## src/rtl/uart_rx_if.sv

```systemverilog
// Serial input and byte-output handshake between the UART receive stage and its consumer.
interface uart_rx_if;
  logic       RxD;
  logic [7:0] RxData;
  logic       valid;
  logic       frame_err;
  logic       busy;

  modport master (output RxD, input RxData, valid, frame_err, busy);
  modport slave  (input RxD, output RxData, valid, frame_err, busy);
endinterface

```

## src/rtl/uart_receiver.sv

```systemverilog
// 8N1 UART receive stage: two-flop synchroniser, mid-bit sampling, one-cycle valid/frame_err pulses.
// Define UART_RX_MAJORITY_EN to take each sample as a 2-of-3 vote over the last three synchronised values.
module uart_receiver #(
  parameter int CLKS_PER_BIT = 10416
) (
  input  logic     clk,
  input  logic     reset,
  uart_rx_if.slave bus
);
  // state   | meaning
  // S_IDLE  | line idle, waiting for a falling edge
  // S_START | counting to mid start bit, rejecting glitches
  // S_DATA  | shifting in 8 data bits, LSB first
  // S_STOP  | sampling stop bit, emitting valid or frame_err
  typedef enum logic [1:0] {
    S_IDLE  = 2'd0,
    S_START = 2'd1,
    S_DATA  = 2'd2,
    S_STOP  = 2'd3
  } state_t;

  localparam int          HALF       = CLKS_PER_BIT / 2;
  localparam logic [13:0] LP_HALF_M1 = 14'(HALF - 1);
  localparam logic [13:0] LP_BIT_M1  = 14'(CLKS_PER_BIT - 1);

  state_t      r_state, w_state_nxt;
  logic        r_sync1, r_sync2, r_rx_prev;
  logic [13:0] r_counter, w_counter_nxt;
  logic [2:0]  r_bitcount, w_bitcount_nxt;
  logic [7:0]  r_sr, w_sr_nxt;
  logic [7:0]  r_rx_data, w_rx_data_nxt;
  logic        r_valid, w_valid_nxt;
  logic        r_frame_err, w_frame_err_nxt;
  logic        w_sample;
  logic        w_fall;

  always_ff @(posedge clk or posedge reset) begin
    if (reset) begin
      r_sync1   <= 1'b1;
      r_sync2   <= 1'b1;
      r_rx_prev <= 1'b1;
    end else begin
      r_sync1   <= bus.RxD;
      r_sync2   <= r_sync1;
      r_rx_prev <= r_sync2;
    end
  end

`ifdef UART_RX_MAJORITY_EN
  // r_hist[0] is the synchronised value one cycle back, r_hist[1] two cycles back.
  logic [1:0] r_hist;

  always_ff @(posedge clk or posedge reset) begin
    if (reset) r_hist <= 2'b11;
    else       r_hist <= {r_hist[0], r_sync2};
  end

  assign w_sample = (r_hist[1] & r_hist[0]) | (r_hist[1] & r_sync2) | (r_hist[0] & r_sync2);
`else
  assign w_sample = r_sync2;
`endif

  // A line held low leaves r_rx_prev low, so a break never looks like a new start edge.
  assign w_fall = r_rx_prev & ~r_sync2;

  always_ff @(posedge clk or posedge reset) begin
    if (reset) begin
      r_state     <= S_IDLE;
      r_counter   <= '0;
      r_bitcount  <= '0;
      r_sr        <= '0;
      r_rx_data   <= '0;
      r_valid     <= 1'b0;
      r_frame_err <= 1'b0;
    end else begin
      r_state     <= w_state_nxt;
      r_counter   <= w_counter_nxt;
      r_bitcount  <= w_bitcount_nxt;
      r_sr        <= w_sr_nxt;
      r_rx_data   <= w_rx_data_nxt;
      r_valid     <= w_valid_nxt;
      r_frame_err <= w_frame_err_nxt;
    end
  end

  always_comb begin
    w_state_nxt     = r_state;
    w_counter_nxt   = r_counter;
    w_bitcount_nxt  = r_bitcount;
    w_sr_nxt        = r_sr;
    w_rx_data_nxt   = r_rx_data;
    w_valid_nxt     = 1'b0;
    w_frame_err_nxt = 1'b0;

    case (r_state)
      S_IDLE: begin
        w_counter_nxt  = '0;
        w_bitcount_nxt = '0;
        if (w_fall) w_state_nxt = S_START;
      end
      S_START: begin
        if (r_counter == LP_HALF_M1) begin
          w_counter_nxt  = '0;
          w_bitcount_nxt = '0;
          w_state_nxt    = w_sample ? S_IDLE : S_DATA;
        end else begin
          w_counter_nxt = r_counter + 14'd1;
        end
      end
      S_DATA: begin
        if (r_counter == LP_BIT_M1) begin
          w_sr_nxt       = {w_sample, r_sr[7:1]};
          w_counter_nxt  = '0;
          w_bitcount_nxt = r_bitcount + 3'd1;
          if (r_bitcount == 3'd7) w_state_nxt = S_STOP;
        end else begin
          w_counter_nxt = r_counter + 14'd1;
        end
      end
      S_STOP: begin
        // Leaving at mid stop bit lets a back-to-back start edge be caught.
        if (r_counter == LP_BIT_M1) begin
          w_counter_nxt = '0;
          w_state_nxt   = S_IDLE;
          if (w_sample) begin
            w_rx_data_nxt = r_sr;
            w_valid_nxt   = 1'b1;
          end else begin
            w_frame_err_nxt = 1'b1;
          end
        end else begin
          w_counter_nxt = r_counter + 14'd1;
        end
      end
      default: begin
        w_state_nxt   = S_IDLE;
        w_counter_nxt = '0;
      end
    endcase
  end

  assign bus.RxData    = r_rx_data;
  assign bus.valid     = r_valid;
  assign bus.frame_err = r_frame_err;
  assign bus.busy      = (r_state != S_IDLE);
endmodule

```

## src/flat_wrapper.sv

```systemverilog
// flat-port wrapper written by rule: the top's interface ports become plain ports
module uart_receiver_flat 
#(
  parameter int CLKS_PER_BIT = 10416
)
  (clk, reset, bus_RxD, bus_RxData, bus_valid, bus_frame_err, bus_busy);
  uart_rx_if bus_i ();
  input  logic clk;
  input  logic reset;
  input wire logic [$bits(bus_i.RxD)-1:0] bus_RxD;
  output wire logic [$bits(bus_i.RxData)-1:0] bus_RxData;
  output wire logic [$bits(bus_i.valid)-1:0] bus_valid;
  output wire logic [$bits(bus_i.frame_err)-1:0] bus_frame_err;
  output wire logic [$bits(bus_i.busy)-1:0] bus_busy;
  assign bus_i.RxD = bus_RxD;
  assign bus_RxData = bus_i.RxData;
  assign bus_valid = bus_i.valid;
  assign bus_frame_err = bus_i.frame_err;
  assign bus_busy = bus_i.busy;
  uart_receiver #(.CLKS_PER_BIT(CLKS_PER_BIT)) u_core (.clk(clk), .reset(reset), .bus(bus_i));
endmodule
```

## config.mk

```make
export PLATFORM = sky130hd
export DESIGN_NAME = uart_receiver_flat
export DESIGN_NICKNAME = d
export VERILOG_FILES = /design/src/rtl/uart_rx_if.sv /design/src/rtl/uart_receiver.sv /design/src/flat_wrapper.sv
export SDC_FILE = /design/constraint.sdc
export NUM_CORES = 1
export LEC_CHECK = 0
export CAP_MARGIN = 20
export CORE_AREA = 3 3 74 76
export CTS_CLUSTER_DIAMETER = 120
export DETAILED_ROUTE_END_ITERATION = 12
export DIE_AREA = 0 0 77 79
export HOLD_SLACK_MARGIN = 0.05
export PLACE_DENSITY_LB_ADDON = 0.12
export REMOVE_ABC_BUFFERS = 1
export SYNTH_ARGS = -nofsm -noshare
export SYNTH_HDL_FRONTEND = slang
export SYNTH_SLANG_ARGS = --single-unit
```

## constraint.sdc

```tcl
create_clock -name clk -period 2.9 [get_ports clk]
set_input_delay 0.58 -clock clk [delete_from_list [all_inputs] [get_ports clk]]
set_output_delay 0.58 -clock clk [all_outputs]
set_load 0.1 [all_outputs]
```

Yosys cells after proc, flatten, opt, wreduce, memory -nomap -nowiden
Index checks and enable logic that the tools add are counted.
{"block": "op_classes", "n_addsub": 2, "mul": 0, "n_div": 0, "magnitude_cmp": 0, "n_eq_ne": 11, "n_shift": 0, "mux": 19, "bitwise_logic": 2, "n_reduce_logical": 8}
{"cell": "14-bit case mux with 3 select lines", "n": 1}
{"cell": "14-bit 2-to-1 mux", "n": 2}
{"cell": "14-bit by 1-bit adder with 14-bit output (second input constant)", "n": 1}
{"cell": "14-bit by 13-bit equality test with 1-bit output (second input constant)", "n": 1}
{"cell": "14-bit equality test (second input constant)", "n": 1}
{"cell": "2-bit 2-to-1 mux", "n": 6}
{"cell": "2-bit by 1-bit inequality test with 1-bit output (second input constant)", "n": 5}
{"cell": "3-bit case mux with 3 select lines", "n": 1}
{"cell": "2-bit case mux with 4 select lines", "n": 1}
{"cell": "1-bit 2-to-1 mux", "n": 6}
{"cell": "3-bit 2-to-1 mux", "n": 2}
{"cell": "3-bit AND reduction", "n": 2}
{"cell": "5-bit AND reduction", "n": 1}
{"cell": "2-bit equality test (second input constant)", "n": 2}
{"cell": "3-bit by 1-bit adder with 3-bit output (second input constant)", "n": 1}
{"cell": "3-bit equality test (second input constant)", "n": 1}
{"cell": "3-bit nonzero test", "n": 1}
{"cell": "2-bit by 1-bit equality test with 1-bit output (second input constant)", "n": 1}
{"cell": "2-bit zero test", "n": 1}
{"cell": "2-bit AND reduction", "n": 1}
{"cell": "2-bit nonzero test", "n": 1}
{"cell": "2-bit OR reduction", "n": 1}
{"cell": "1-bit AND", "n": 1}
{"cell": "1-bit inverter", "n": 1}
{"block": "word_totals", "ff_bits": 40, "latchBits": 0, "mem_bits_rw": 0, "rom_bits": 0, "inputBits": 3, "output_inout_bits": 11, "elab_cells": 52, "mem_count": 0}

Depth between registers and ports, before layout
Gate-level depths: netlist of the first run.
{"block": "logic_depth", "depth_word": 4, "depth_mapped": 7, "depth_no_buf": 5}

Least setup slack after synthesis of the first run
Ideal clock, no wire load.
{"block": "synth_path", "path_type": "register to register", "from": "reg u_core.r_counter[8]", "to": "reg u_core.r_bitcount[1]", "setup_time_ns": 0.121, "arrival_time_ns": 1.806, "t_required_ns": 2.779, "path_slack_ns": 0.973, "path_stages_with_launch": 5, "n_path_buf": 0, "period_less_slack_ns": 1.927, "path_cell_list": "dfrtp_1 > or4b_4 > or4_1 > a22o_1 > a22o_1"}
{"block": "synth_via", "elab_chain_cells": 3, "word_cells_on_any_way": 5, "classes_between": "4 x eq/ne; 1 x reduce/logical"}
{"item": "from (decl)", "line_no": "uart_receiver.sv:28", "text": "logic [13:0] r_counter, w_counter_nxt;"}
{"item": "from (signal assigned)", "line_no": "uart_receiver.sv:77", "text": "r_counter <= w_counter_nxt;"}
{"item": "14-bit equality test or 14-bit by 13-bit equality test with 1-bit output (tied branches)", "line_no": "uart_receiver.sv:111, uart_receiver.sv:102"}
{"item": "2-bit by 1-bit inequality test with 1-bit output (no source line)"}
{"item": "3-bit AND reduction (no source line) *"}
{"item": "to (signal assigned)", "line_no": "uart_receiver.sv:78", "text": "r_bitcount <= w_bitcount_nxt;"}
{"item": "to (decl)", "line_no": "uart_receiver.sv:29", "text": "logic [2:0] r_bitcount, w_bitcount_nxt;"}
Mark *: on every way between the ends. The rest lies on a longest branch, timed or not.
A chain may end at the register's enable or synchronous reset.

Worst setup path in the final report of the first run
{"block": "layout_path", "from": "reg u_core.r_counter[0]", "to": "reg u_core.r_rx_data[5], in the netlist u_core.bus.RxData[5]"}
{"block": "layout_via", "elab_chain_cells": 2}
{"item": "14-bit equality test", "line_no": "uart_receiver.sv:122", "text": "if (r_counter == LP_BIT_M1) begin"}
{"item": "3-bit AND reduction (no source line)"}
{"item": "to (signal assigned)", "line_no": "uart_receiver.sv:80", "text": "r_rx_data <= w_rx_data_nxt;"}
{"item": "to (decl)", "line_no": "uart_receiver.sv:31", "text": "logic [7:0] r_rx_data, w_rx_data_nxt;"}
No other way between the ends.

==> key figures, run 1 <==
Power and ir drop
  • Clock Power Share: 0.328
  • Power density cells: 562.6 nW/um2
  • Sequential power share: 0.548
  • Combinational cell fraction of total power: 0.124
  • Peak VDD IR: 0.0002321 V
  • Switching pwr: 324.5 uW
  • Int Power: 852.5 uW
  • Switching Fraction: 0.2757
  • Total power draw: 1.177 mW
  • Leak: 0.9804 nW

Detailed routing
  • Drt pass-1 iters: 3
  • Routed wire length: 2.966 mm
  • Avg Vias per Cell: 4.791
  • Iteration-0 DRC Markers: 84
  • Via count: 1,078
  • DRC errors left: 0
  • DR WL/cell: 13.18 um
  • Post-DRT Antenna Nets: 0

Floorplanning
  • Core area: 4786 um2
  • Die Area: 6083 um2
  • Top Ports: 14
  • Initial core utilization: 0.3859
  • Site Rows: 25
  • Die Ht: 79 um
  • Die X-Extent: 77 um

STA
  • Worst hold slack: 0.3592 ns
  • Worst-Margin Slew: 0.6349 ns
  • RSZ-0062 raised after global routing: false
  • Hold Vio Cnt, Final: 0
  • Fin crit share: 0.7696
  • Setup slack after layout: 0.6680 ns
  • Slew HR: 0.5753
  • Max Transition Viols Final: 0
  • Clock Skew: 0.003311 ns
  • Final min period: 2.232 ns
  • Endpoints failing setup: 0
  • TNS Setup: 0 ns
  • FMAX: 448.0 MHz

GRT
  • Largest net degree at the start of global routing: 41
  • Vias in the first global route: 1,059
  • Global-route wire length before repair: 5.161 mm
  • Grt ovf: 0
  • Initial antenna violation count: 0
  • Tot GR Track Use: 0.1082

Finish
  • # nets final: 163
  • Layout Utilization: 0.4371
  • Area delta synth->final: 13.28%
  • Final instance area: 2092 um2
  • ANT cells: 0
  • Share of cells above drive strength 1: 0.3165
  • Non-Filler Instances: 225
  • FILL cells: 456

Yosys
  • Cell variety after synth: 42
  • Yosys warns: 0
  • Ys async rst share: 1.000
  • Netlist Area Pre-Place: 1847 um2
  • FF+latch count, synth: 40
  • Synth Flop Type: dfrtp_1
  • Synth top area share: 0.5014
  • Synth Instances: 142
  • Number of flops mapped to enable cells by yosys: 0
  • Synth Area per Inst: 13.01 um2
  • Leading area contributor after synthesis: dfrtp_1
  • Top post-synthesis cells by area: dfrtp_1, mux2_4, mux2_2
  • Seq/Total Area, Yosys: 0.5440

Worst setup path
  • RR Startpoint: u_core.r_counter[0]$_DFF_PP0_
  • Critical path type: flop to flop
  • Crit Reg-Reg Endpoint: u_core.bus.RxData[5]$_DFFE_PP0P_
  • Critical Path Fanout Max: 9
  • Crit path DAT: 2.41 ns
  • Depth of the most critical reg-to-reg path: 5
  • Critical path data required time: 3.08 ns
  • Crit. End Element: flop
  • CP Launch Type: flop
  • Setup crit start: u_core.r_counter[0]$_DFF_PP0_
  • R2r setup slk: 0.67 ns

Clock tree
  • Hold_buf cts: 0
  • TritonCTS Buffers: 5
  • Root Driver: clkbuf_8
  • Max clock buf depth: 2
  • Post-CTS Setup Repair Bufs: 0
  • Clock-pin slew on the worst setup and hold paths: 0.08 ns
  • Clock Latency Late Sink: 0.29 ns
  • CTS tree: done
  • Htree depth: 2
  • PostCTS Resize Cnt: 0
  • Clock Sinks: 40

Worst hold path
  • Hold Startpoint: u_core.r_sync1$_DFF_PP1_
  • Hold Path Cell Cnt: 0
  • Hold EP: u_core.r_sync2$_DFF_PP1_
  • Hold WC Path Type: flop to flop

Placed design
  • Routability cong.: 0.7970
  • I/O Buffers: 13
  • Cells after DPL: 217
  • Pre-CTS WS: 0.6851 ns
  • Placed inst area: 1994 um2
  • Post-DP HPWL: 2.013 mm

Flow run
  • # Max-Cap Violations: 0

Outcome
  • Status: completed
-- routing by layer --
layer / vias to the layer above / GRT usage / wire length, um
met1: 534 / 0.1528 / 1515
met3: 4 / 0.03401 / 99
met5: - / 0 / 0
li1: 528 / - / -
met4: 0 / 0.04804 / 40
met2: 12 / 0.1516 / 1310
-- state kept, by name, indices dropped and copies added, names as in the netlist, 3 cells and up, named ones only --
name	flops
u_core.bus.RxData	8
u_core.r_bitcount	3
u_core.r_sr	8
u_core.r_counter	14
-- worst max-delay path, cell delays in order, from the launching register on --
cell	delay, ns
dfrtp_1	0.36
ha_1	0.23
and4_1	0.36
nand4_4	0.22
nor3_4	0.59
mux2_4	0.35
-- power by group through the flow --
stage	clock, mW	combinational, mW	sequential (mW)
2_1_floorplan	0	0.120	0.644
3_3_place_gp	0	0.144	0.653
3_5_place_dp	0	0.149	0.656
4_1_cts	0.401	0.150	0.645
5_1_grt	0.424	0.162	0.652
6_report	0.386	0.146	0.645
-- cell usage in the layout, fill, tap and decap left out, types with 3 or more instances in the layout --
cell,Yosys,layout
mux2_4,8,8
a22o_1,3,3
clkbuf_8,0,6
and3_1,3,3
nor2_1,16,16
nand2_1,3,3
mux2_2,8,8
dfrtp_1,37,37
nand4_1,4,4
dfstp_2,3,3
nand3_1,5,5
buf_4,2,12
ha_1,3,3
inv_1,3,3
xor2_1,10,10
-- worst max-delay path by stage --
| stage | end | slack (ns) | cells past startpoint |
|---|---|---|---|
| after floorplan | u_core.r_bitcount[1]$_DFFE_PP0P_ | 0.94 | 4 |
| after detailed placement | u_core.bus.RxData[5]$_DFFE_PP0P_ | 0.69 | 5 |
| after global routing | u_core.r_counter[9]$_DFF_PP0_ | 0.51 | 4 |
| after CTS | u_core.bus.RxData[5]$_DFFE_PP0P_ | 0.66 | 5 |
| after global placement | u_core.bus.RxData[4]$_DFFE_PP0P_ | 0.71 | 5 |
| final | u_core.bus.RxData[5]$_DFFE_PP0P_ | 0.67 | 5 |
-- logic make-up (layout without fill, tap and decap cells) --
logic type | after synthesis | in the layout | synth area share
adders and majority gates | 3 | 3 | 0.02033
xor gates and xnor gates | 12 | 12 | 0.05691
DFF | 40 | 40 | 0.5440
AOI/OAI and AO/OA | 8 | 8 | 0.03794
and+or+nand+nor | 54 | 54 | 0.1958
buffers and inverters | 9 | 25 | 0.03116
muxes | 16 | 16 | 0.1138
-- Yosys cell counts (2+ instances only) --
| library cell | instances |
|---|---|
| dfrtp_1 | 37 |
| nor2_1 | 16 |
| xor2_1 | 10 |
| mux2_2 | 8 |
| mux2_4 | 8 |
| nand3_1 | 5 |
| nand4_1 | 4 |
| a22o_1 | 3 |
| and3_1 | 3 |
| dfstp_2 | 3 |
| ha_1 | 3 |
| inv_1 | 3 |
| nand2_1 | 3 |
| a31oi_1 | 2 |
| and4_1 | 2 |
| buf_4 | 2 |
| buf_6 | 2 |
| nor3_1 | 2 |
| or2_2 | 2 |
| xnor2_1 | 2 |
-- area by class of cell --
cell class,count,area (um2),share of cell area
clock buffers,6,82.58,0.03947
clock inverters,2,15.01,0.007177
inverters,3,11.26,0.005383
multi-input cells,93,784.5,0.3750
flip-flops and latches,40,1005,0.4803
well taps,67,83.83,0.04007
repair buffers,14,110.1,0.05263
(Power assumes the default switching activity.)
==> run 2: changes to the inputs <==
==> constraint.sdc (replaced) <==
create_clock -name clk -period 1.99 [get_ports clk]
set_input_delay 0.398 -clock clk [delete_from_list [all_inputs] [get_ports clk]]
set_output_delay 0.398 -clock clk [all_outputs]
set_load 0.1 [all_outputs]
==> run 2 against run 1 <==
Effect of this change:
- utilization up 3.5 points
- clock skew up 0.0078 ns
- total power up 46%
- critical path depth down 1
==> key figures, run 2 (same netlist as run 1, synthesis figures left out) <==
Worst setup path
  • Crit path DAT: 2.13 ns (-0.28 ns)
  • Critical path data required time: 2.17 ns (-0.91 ns)
  • CP Launch Type: flop
  • Crit. End Element: flop
  • Critical path type: flop to flop
  • Critical Path Fanout Max: 3 (-6)

STA
  • FMAX: 514.2 MHz (+15%)
  • RSZ-0062 raised after global routing: false
  • TNS Setup: 0 ns (unchanged)
  • Final min period: 1.945 ns (-0.2871 ns)
  • Clock Skew: 0.01110 ns (+0.007790 ns)
  • Slew HR: 0.6683 (+0.09291)
  • Endpoints failing setup: 0 (unchanged)
  • Max Transition Viols Final: 0 (unchanged)
  • Fin crit share: 0.9773 (+0.2077)
  • Worst-Margin Slew: 0.4976 ns (-0.1373 ns)
  • Hold Vio Cnt, Final: 0 (unchanged)

Power and ir drop
  • Power density cells: 759.4 nW/um2 (+35%)
  • Int Power: 1.239 mW (+45%)
  • Combinational cell fraction of total power: 0.167 (+0.043)
  • Switching pwr: 474.7 uW (+46%)
  • Switching Fraction: 0.2769 (+0.001248)
  • Peak VDD IR: 0.0005560 V (+140%)
  • Clock Power Share: 0.302 (-0.026)
  • Leak: 1.087 nW (+11%)
  • Sequential power share: 0.531 (-0.017)
  • Total power draw: 1.714 mW (+46%)

Floorplanning
  • Core area: 4786 um2 (unchanged)
  • Die Ht: 79 um (unchanged)
  • Initial core utilization: 0.3859 (unchanged)
  • Die X-Extent: 77 um (unchanged)
  • Top Ports: 14 (unchanged)
  • Site Rows: 25 (unchanged)
  • Die Area: 6083 um2 (unchanged)

Detailed routing
  • Post-DRT Antenna Nets: 0 (unchanged)
  • Avg Vias per Cell: 4.741 (-1.1%)
  • Drt pass-1 iters: 4 (+1)
  • DRC errors left: 0 (unchanged)
  • DR WL/cell: 13.67 um (+3.7%)
  • Routed wire length: 3.323 mm (+12%)
  • Via count: 1,152 (+6.9%)
  • Iteration-0 DRC Markers: 20 (-76%)

Finish
  • Commonest non-fill, non-tap cells in the layout: dfrtp_1, buf_4, nor2_1
  • Largest Register: u_core.r_counter
  • ANT cells: 0 (unchanged)
  • Share of cells above drive strength 1: 0.3920 (+0.07559)
  • Max reg flops: 14 (unchanged)
  • # nets final: 181 (+11%)
  • FILL cells: 433 (-5.0%)
  • Area delta synth->final: 22.22%
  • Commonest non-fill, non-tap cell in the layout: dfrtp_1

GRT
  • Largest net degree at the start of global routing: 41 (unchanged)
  • Global-route wire length before repair: 5.920 mm (+15%)
  • Grt ovf: 0 (unchanged)
  • Vias in the first global route: 1,205 (+14%)
  • Initial antenna violation count: 0 (unchanged)
  • Tot GR Track Use: 0.1241 (+0.01586)

Flow run
  • # Max-Cap Violations: 0 (unchanged)

Worst hold path
  • Hold WC Path Type: flop to flop

Clock tree
  • Clock Latency Late Sink: 0.29 ns (about the same)
  • Max clock buf depth: 2 (unchanged)
  • TritonCTS Buffers: 5 (unchanged)
  • Clock Sinks: 40 (unchanged)
  • Clock-pin slew on the worst setup and hold paths: 0.08 ns (about the same)
  • CTS tree: done
  • Hold_buf cts: 0 (unchanged)
  • Root Driver: clkbuf_8
  • Htree depth: 2 (unchanged)

Outcome
  • Status: completed

Placed design
  • Post-DP HPWL: 2.387 mm (+19%)
  • Routability cong.: 0.8102 (+1.7%)
  • I/O Buffers: 13 (unchanged)
==> run 2: critical path, stage by stage (launching register included) <==
cell and delay (ns):
dfrtp_1 0.39, or4bb_1 0.50, or4_1 0.52, a22o_1 0.24, a22o_1 0.19
==> run 2: power groups by stage <==
stage	clock network, mW	registers (mW)	logic [mW]
floorplan	0	0.938	0.175
global placement	0	0.922	0.286
detailed placement	0	0.926	0.291
CTS	0.538	0.910	0.291
global route	0.581	0.921	0.319
finish	0.517	0.910	0.287
==> run 2: worst paths after layout <==
kind / start / to / slack [ns] / cells past startpoint
min reg2reg: u_core.r_sync1$_DFF_PP1_ / u_core.r_sync2$_DFF_PP1_ / 0.36 / 0
max reg2reg: flop / u_core.r_bitcount[2]$_DFFE_PP0P_ / 0.05 / 4
min: u_core.r_sync1$_DFF_PP1_ / u_core.r_sync2$_DFF_PP1_ / 0.36 / 0
max: flop / u_core.r_bitcount[2]$_DFFE_PP0P_ / 0.05 / 4
max in group asynchronous: reset / u_core.r_counter[12]$_DFF_PP0_ / 1.09 / 3
min in group asynchronous: reset / u_core.r_sr[2]$_DFFE_PP0P_ / 0.52 / 3
==> run 2: timing repair <==
| item | 4_1_cts | 5_1_grt |
|---|---|---|
| endpoints found under the setup margin | 0 | 3 |
| resized for setup | 0 | 2 |
| buffers inserted | 0 | 1 |
==> run 2: stage by stage <==
stage | utilization | hold slack (ns) | worst slack, ns | cell area (um2) | std cells
floorplan | - | 0.3452 | 0.03257 | 1800 | 136
global placement | 0.4512 | 0.3475 | 0.05366 | 2160 | 234
detailed placement | 0.4512 | 0.3468 | 0.02806 | 2160 | 234
CTS | 0.4690 | 0.3577 | 0.02356 | 2245 | 242
global route | 0.4716 | 0.3688 | 0.01096 | 2257 | 243
finish | 0.4716 | 0.3571 | 0.04514 | 2257 | 243
==> run 2: metal layers <==
metal  vias up  global-route usage  share of wire
met1       577              0.1707           0.49
met3         2             0.04195          0.029
met2        11              0.1855           0.48
li1        562                   -              -
met5         -                   0              0
met4         0             0.03737         0.0045
==> run 2: cell type report <==
cell class | count | area [um2] | share of cell area
Sequential cell | 40 | 1006 | 0.4457
Multi-Input combinational cell | 93 | 788.3 | 0.3492
Timing Repair Buffer | 32 | 282.8 | 0.1253
Tap cell | 67 | 83.83 | 0.03714
Clock buffer | 6 | 72.57 | 0.03215
Clock inverter | 2 | 12.51 | 0.005543
Inverter | 3 | 11.26 | 0.004989
==> run 3: changes to the inputs <==
==> constraint.sdc (replaced) <==
create_clock -name clk -period 2 [get_ports clk]
set_input_delay 0.4 -clock clk [delete_from_list [all_inputs] [get_ports clk]]
set_output_delay 0.4 -clock clk [all_outputs]
set_load 0.1 [all_outputs]
==> run 3 against run 2 <==
Effect of this change:
- hold slack barely moved
- largest power group unchanged
- non-clock buffer count is the same
- via count increased by 1.7%
- maximum frequency fell by 0.11%
- register-to-register slack barely moved
- first-iteration DRC count increased by 140%
- clock power grew 34%
- global-route usage fell by 0.56 points
- critical path type unchanged
==> key figures, run 3 (same netlist as run 1, synthesis figures left out) <==
STA
  • Slew HR: 0.6626 (-0.005652)
  • Fin crit share: 0.9735 (-0.003824)
  • Worst-Margin Slew: 0.5061 ns (+0.008478 ns)
  • Final min period: 1.947 ns (+0.002125 ns)
  • Hold Vio Cnt, Final: 0 (unchanged)
  • RSZ-0062 raised after global routing: true
  • Clock Skew: 0.01064 ns (-0.0004603 ns)
  • Max Transition Viols Final: 0 (unchanged)
  • FMAX: 513.6 MHz (-0.11%)
  • Endpoints failing setup: 0 (unchanged)
  • Worst hold slack: 0.3575 ns (+0.0003780 ns)
  • TNS Setup: 0 ns (unchanged)

Placed design
  • Cells after DPL: 233 (-0.43%)
  • Placed inst area: 2152 um2 (-0.35%)
  • I/O Buffers: 13 (unchanged)
  • Post-DP HPWL: 2.327 mm (-2.5%)
  • Routability cong.: 0.7940 (-2.0%)

Finish
  • Final instance area: 2295 um2 (+1.7%)
  • Largest Register: u_core.r_counter
  • Max reg flops: 14 (unchanged)
  • Area delta synth->final: 24.25%
  • Commonest non-fill, non-tap cell in the layout: dfrtp_1
  • ANT cells: 0 (unchanged)
  • # nets final: 181 (unchanged)
  • Commonest non-fill, non-tap cells in the layout: dfrtp_1, buf_4, nor2_1
  • Non-Filler Instances: 243 (unchanged)
  • Share of cells above drive strength 1: 0.4034 (+0.01136)
  • FILL cells: 422 (-2.5%)

Worst setup path
  • Critical path type: flop to flop
  • Crit. End Element: flop
  • Depth of the most critical reg-to-reg path: 4 (unchanged)
  • Crit path capture: u_core.r_bitcount[2]$_DFFE_PP0P_
  • Crit Reg-Reg Endpoint: u_core.r_bitcount[2]$_DFFE_PP0P_
  • Setup crit start: u_core.r_counter[13]$_DFF_PP0_
  • Critical path data required time: 2.18 ns (about the same)
  • Crit path DAT: 2.12 ns (about the same)
  • CP Launch Type: flop
  • Critical Path Fanout Max: 3 (unchanged)
  • RR Startpoint: u_core.r_counter[13]$_DFF_PP0_
  • R2r setup slk: 0.05 ns (about the same)

GRT
  • Initial antenna violation count: 0 (unchanged)
  • Vias in the first global route: 1,156 (-4.1%)
  • Global-route wire length before repair: 5.678 mm (-4.1%)
  • Grt ovf: 0 (unchanged)
  • Largest net degree at the start of global routing: 41 (unchanged)
  • Tot GR Track Use: 0.1185 (-0.005581)

Clock tree
  • Root Driver: clkbuf_8
  • Clock-pin slew on the worst setup and hold paths: 0.07 ns (about the same)
  • Htree depth: 2 (unchanged)
  • Clock Sinks: 40 (unchanged)
  • CTS tree: done
  • Clock Latency Late Sink: 0.29 ns (about the same)
  • TritonCTS Buffers: 5 (unchanged)
  • Max clock buf depth: 2 (unchanged)

Floorplanning
  • Die Ht: 79 um (unchanged)
  • Core area: 4786 um2 (unchanged)
  • Die Area: 6083 um2 (unchanged)
  • Initial core utilization: 0.3859 (unchanged)
  • Die X-Extent: 77 um (unchanged)
  • Top Ports: 14 (unchanged)
  • Site Rows: 25 (unchanged)

Power and ir drop
  • Power density cells: 820.4 nW/um2 (+8.0%)
  • Total power draw: 1.882 mW (+9.8%)
  • Peak VDD IR: 0.0006382 V (+15%)
  • Leak: 1.105 nW (+1.7%)

Flow run
  • # Max-Cap Violations: 0 (unchanged)

Detailed routing
  • Iteration-0 DRC Markers: 47 (+140%)
  • Via count: 1,172 (+1.7%)
  • DRC errors left: 0 (unchanged)
  • Drt pass-1 iters: 4 (unchanged)
  • Post-DRT Antenna Nets: 0 (unchanged)
  • DR WL/cell: 13.39 um (-2.1%)
  • Avg Vias per Cell: 4.823 (+1.7%)
  • Routed wire length: 3.253 mm (-2.1%)

Worst hold path
  • Hold WC Path Type: flop to flop
  • Hold Path Cell Cnt: 0 (unchanged)

Outcome
  • Status: completed
[run 3: how the worst min path moves through the flow]
| stage | from | endpoint | slack [ns] |
|---|---|---|---|
| global placement | u_core.r_sync1$_DFF_PP1_ | u_core.r_sync2$_DFF_PP1_ | 0.35 |
| finish | u_core.r_sync1$_DFF_PP1_ | u_core.r_sync2$_DFF_PP1_ | 0.36 |
| CTS | u_core.r_sync1$_DFF_PP1_ | u_core.r_sync2$_DFF_PP1_ | 0.36 |
| detailed placement | u_core.r_sync1$_DFF_PP1_ | u_core.r_sync2$_DFF_PP1_ | 0.35 |
| floorplan | u_core.r_sync1$_DFF_PP1_ | u_core.r_sync2$_DFF_PP1_ | 0.35 |
| global route | u_core.r_sync1$_DFF_PP1_ | u_core.r_sync2$_DFF_PP1_ | 0.37 |
[run 3: critical path, stage by stage, from the launching register on]
cell and delay (ns):
dfrtp_1 0.40, or4b_4 0.53, or4_1 0.48, a22o_1 0.24, a22o_1 0.18
[run 3: power breakdown]
part	internal, mW	switching (mW)	leakage (nW)
combinational	0.124	0.160	0.509
sequential	0.865	0.0388	0.535
clock	0.408	0.287	0.0614
[run 3: stage by stage]
| stage | setup slack (ns) | util |
|---|---|---|
| after floorplan | 0.04257 | - |
| final | 0.05301 | 0.4795 |
| after global routing | 0.0003073 | 0.4795 |
| after CTS | 0.01898 | 0.4750 |
| after global placement | 0.08496 | 0.4497 |
| after detailed placement | 0.03583 | 0.4497 |
[run 3: cell type report]
class | count | area [um2] | share of cell area
clock buffer | 6 | 82.58 | 0.03599
clock inverter | 2 | 38.79 | 0.01690
inverter | 3 | 11.26 | 0.004907
multi-input combinational | 93 | 788.3 | 0.3435
sequential | 40 | 1007 | 0.4389
tap | 67 | 83.83 | 0.03653
timing repair buffer | 32 | 282.8 | 0.1232
[run 3: layer usage]
metal	vias to the layer above	track usage	part of all wire
li1	568	-	-
met2	17	0.1725	0.46
met1	582	0.1665	0.50
met4	0	0.03915	0.0095
met5	-	0	0
met3	5	0.03855	0.037
[run 3: what timing repair did]
action	4_1_cts	5_1_grt
hold buffers	0	0
setup buffers	0	2
endpoints found under the setup margin	0	3
resized for setup	0	3
